### src/rtl/serial_adder.sv
// Bit-serial adder: one full-adder cell, LSB first, carry registered between cycles.
// Optional macro SERIAL_ADDER_OVF_EN adds a registered signed-overflow output ovf.
module serial_adder #(
    parameter int unsigned WIDTH = 8
) (
    input  logic             clk,
    input  logic             rst,
    input  logic             start,
    input  logic [WIDTH-1:0] a,
    input  logic [WIDTH-1:0] b,
    input  logic             cin,
    output logic             busy,
    output logic             done,
    output logic [WIDTH-1:0] sum,
`ifdef SERIAL_ADDER_OVF_EN
    output logic             ovf,
`endif
    output logic             cout
);

    localparam int unsigned CntW = (WIDTH > 1) ? $clog2(WIDTH) : 1;
    localparam logic [CntW-1:0] LastCnt = CntW'(WIDTH - 1);

    typedef enum logic [1:0] {StIdle, StRun, StDone} state_e;

    state_e           state_q, state_d;
    logic [WIDTH-1:0] a_sh_q, a_sh_d;
    logic [WIDTH-1:0] b_sh_q, b_sh_d;
    logic [WIDTH-1:0] res_sh_q, res_sh_d;
    logic [WIDTH-1:0] sum_q, sum_d;
    logic [CntW-1:0]  cnt_q, cnt_d;
    logic             carry_q, carry_d;
    logic             cout_q, cout_d;
    logic             ovf_q, ovf_d;
    logic             fa_s, fa_c;

    // Full-adder cell fed from the shift-register LSBs and the stored carry.
    always_comb begin
        fa_s = a_sh_q[0] ^ b_sh_q[0] ^ carry_q;
        fa_c = (a_sh_q[0] & b_sh_q[0]) | (a_sh_q[0] & carry_q) | (b_sh_q[0] & carry_q);
    end

    always_comb begin
        state_d  = state_q;
        a_sh_d   = a_sh_q;
        b_sh_d   = b_sh_q;
        res_sh_d = res_sh_q;
        sum_d    = sum_q;
        cnt_d    = cnt_q;
        carry_d  = carry_q;
        cout_d   = cout_q;
        ovf_d    = ovf_q;
        case (state_q)
            StIdle: begin
                if (start) begin
                    a_sh_d  = a;
                    b_sh_d  = b;
                    carry_d = cin;
                    cnt_d   = '0;
                    state_d = StRun;
                end
            end
            StRun: begin
                a_sh_d   = a_sh_q >> 1;
                b_sh_d   = b_sh_q >> 1;
                res_sh_d = {fa_s, res_sh_q[WIDTH-1:1]};
                carry_d  = fa_c;
                cnt_d    = cnt_q + 1'b1;
                if (cnt_q == LastCnt) begin
                    sum_d   = res_sh_d;
                    cout_d  = fa_c;
                    // Carry into the MSB is the stored carry at the final step.
                    ovf_d   = carry_q ^ fa_c;
                    cnt_d   = '0;
                    state_d = StDone;
                end
            end
            StDone:  state_d = StIdle;
            default: state_d = StIdle;
        endcase
    end

    always_ff @(posedge clk or posedge rst) begin
        if (rst) begin
            state_q  <= StIdle;
            a_sh_q   <= '0;
            b_sh_q   <= '0;
            res_sh_q <= '0;
            sum_q    <= '0;
            cnt_q    <= '0;
            carry_q  <= 1'b0;
            cout_q   <= 1'b0;
            ovf_q    <= 1'b0;
        end else begin
            state_q  <= state_d;
            a_sh_q   <= a_sh_d;
            b_sh_q   <= b_sh_d;
            res_sh_q <= res_sh_d;
            sum_q    <= sum_d;
            cnt_q    <= cnt_d;
            carry_q  <= carry_d;
            cout_q   <= cout_d;
            ovf_q    <= ovf_d;
        end
    end

    assign busy = (state_q == StRun);
    assign done = (state_q == StDone);
    assign sum  = sum_q;
    assign cout = cout_q;
`ifdef SERIAL_ADDER_OVF_EN
    assign ovf  = ovf_q;
`else
    logic unused_ovf;
    assign unused_ovf = ovf_q;
`endif

endmodule

### config.mk
export PLATFORM = sky130hd
export DESIGN_NAME = serial_adder
export DESIGN_NICKNAME = d
export VERILOG_FILES = /design/src/rtl/serial_adder.sv
export SDC_FILE = /design/constraint.sdc
export NUM_CORES = 1
export LEC_CHECK = 0
export CORE_UTILIZATION = 53
export DETAILED_ROUTE_END_ITERATION = 8
export PLACE_DENSITY = 0.82
export SLEW_MARGIN = 20
export SYNTH_ARGS = -nofsm -noshare
export SYNTH_HDL_FRONTEND = slang
export SYNTH_SLANG_ARGS = --single-unit
### constraint.sdc
create_clock -name clk -period 1.95 [get_ports clk]
set_clock_uncertainty 0.05 [all_clocks]
set_input_delay 0.39 -clock clk [delete_from_list [all_inputs] [get_ports clk]]
set_output_delay 0.39 -clock clk [all_outputs]
set_load 0.01 [all_outputs]
==> impl_results.md <==
- Syn-to-layout area delta: 17.6%
- Max-slew violations: 0
- Cell area after synthesis: 2050 um2
- Reg2reg end: a_sh_q[3]
- Post-route DRC: 0
- Max_slew headroom: 57.7%
- Final Hold Viols: 0
- Worst setup EP type: output port
- Fin crit period: 1830 ps
- Clock Latency Late Sink: 290 ps
- Synth Instances: 146
- Core area: 3690 um2
- Min-Delay Path Class: in -> async
- Worst-path clk slew: 70 ps
- Global-route wire length before repair: 6130 um
- Setup TNS Final: 0 ps
- Number of iterations in the first detailed-routing pass: 4
- Worst path required time: 1510 ps
- Synth Net Count: 169
- Fraction of layout cells with a size suffix above 1: 32.6%
- Mapped Avg Cell Area: 14.0 um2
- Outcome: finished, final reports clean
- Total Wirelength: 3370 um
- FP Rows: 22
- Worst R2R Path Depth: 3
- Vias in the first global route: 1288
- Max Cap Viol: 0
- N_diodes: 0
- Clk root buf: clkbuf_8
- Critical Path Source Type: register
- Iter 0 DRT Violations: 57
- Mean routed wirelength per cell: 14.9 um
- Crit path max fanout: 3
- Ys async rst share: 100%
- Ys flop type: dfrtp_1
- GRT overflow: 0
- Initial antenna violation count: 0
- Worst Path Class, Setup: reg -> out
- Gpl congestion: 0.719
- Cell variety after synth: 25
- Final Setup Violations: 0
- Final Cell Area: 2410 um2
- Largest net degree at the start of global routing: 39
- Placed inst area: 2320 um2
- Total GRT Usage: 19.7%
- Worst-margin pin slew: 632 ps
- DPL Wire Length: 2220 um
- Vias per std cell: 5.34
- VDD IR-drop max: 0.662 mV
- Post-synthesis sequential element count: 38
- RSZ-0062 raised after global routing: no
- Clock Tree Buf Depth: 2
- Die X: 64.2 um
- Most frequent cells in the layout: 38 x dfrtp_1, 29 x clkdlybuf4s50_1, 17 x inv_1
- Final ANT Viol Nets: 0
- I/O pin count: 31
- Post-CTS Hold Buffers: 0
- Pleak: 1.09 nW
- R2R Setup Slk: 280 ps
- Crit path arrival time: 1390 ps
- H-tree lvl count: 2
- Yosys warning count: 0
- Initial Utilization: 55.6%
- Die ar.: 4120 um2
- Final Cycle Share: 94.0%
- Pwr dens: 1510 nW/um2
- TritonCTS Buffers: 5
- Fillers: 304
- EDFF count, synth: 0
- Fin util: 65.4%
- Via count: 1207
- Post-CTS Setup Bufs: 0
- Fmax: 546 MHz
- Register area share after synthesis: 46.4%
- Die Span Y: 64.2 um
- Input/output buffers: 30
- Nets: 200
- CTS tree: done
- Commonest non-fill, non-tap cell in the layout: dfrtp_1
- Critical R2R Launch: state_q[0]
- Clock sink count: 38
==> state kept, by name, summed over array words and instances (netlist names) <==
name      count
b_sh_q        8
carry_q       1
cout          1
state_q       2
a_sh_q        8
cnt_q         3
res_sh_q      7
sum           8
==> critical path, cell delays in order, from the launching register on <==
cell	delay, ps
dfrtp_1	390
nor2b_4	170
clkdlybuf4s50_1	540
==> Yosys cell counts, types with 2 or more instances <==
| master | instances | area (um2) |
|---|---|---|
| ha_1 | 2 | 25.0 |
| inv_1 | 17 | 63.8 |
| dfrtp_1 | 38 | 951 |
| nor2_1 | 10 | 37.5 |
| a211oi_2 | 2 | 25.0 |
| buf_6 | 9 | 101 |
| nor4b_1 | 4 | 35.0 |
| a22o_1 | 4 | 35.0 |
| mux2_4 | 15 | 225 |
| a211oi_1 | 4 | 30.0 |
| nor3b_1 | 6 | 45.0 |
| clkbuf_8 | 3 | 41.3 |
| nor4b_2 | 11 | 165 |
| nand2b_1 | 2 | 12.5 |
| a221oi_2 | 9 | 135 |
==> stage by stage <==
stage          hold WS, ps  cells  setup slack [ps]  power [mW]
6_report               458    226               118        3.64
5_1_grt                481    226              69.8        3.91
4_1_cts                469    226              5.72        3.68
3_5_place_dp           447    218               129        3.12
3_3_place_gp           441    218               187        3.03
2_1_floorplan          420    146               459        2.75
==> logic make-up after synthesis <==
family	count (synthesis)	synth area share, %
DFF	38	46.4
and+or+nand+nor	37	17.0
buffers and inverters	30	10.3
AOI/OAI and AO/OA	22	12.6
muxes	16	11.5
adders and majority gates	3	2.20
==> timing repair <==
action	in CTS	in global routing
gates resized for setup	0	2
setup endpoints to repair	0	1
endpoints found under the hold margin	0	0
==> power breakdown <==
part / internal [mW] / switching, mW
combinational: 0.965 / 0.710
sequential: 1.17 / 0.238
clock: 0.285 / 0.270
total: 2.42 / 1.22
==> routing by layer <==
layer	vias to the layer above	GRT usage, %	share of wire, %
li1	580	-	-
met1	594	25.5	45
met2	27	31.6	49
met3	6	4.29	3.2
met4	0	8.33	1.8
met5	-	0	0
==> layout make-up <==
| class | instances | area [um2] | share of cell area [%] |
|---|---|---|---|
| Clock inverter | 1 | 5.00 | 0.207 |
| Sequential cell | 38 | 951 | 39.4 |
| Tap cell | 48 | 60.1 | 2.49 |
| Multi-Input combinational cell | 78 | 891 | 36.9 |
| Clock buffer | 7 | 86.3 | 3.58 |
| Inverter | 17 | 63.8 | 2.65 |
| Timing Repair Buffer | 37 | 355 | 14.7 |
==> how the worst max path moves through the flow <==
stage	from	to	slack, ps	cells after the start
floorplan	cnt_q[0]	cout	460	5
global route	state_q[0]	busy	70	2
detailed placement	start	a_sh_q[3]	130	3
finish	state_q[0]	busy	120	2
CTS	state_q[1]	done	6	2
global placement	start	cnt_q[0]	190	3
Power figures use the tool's default switching activity.
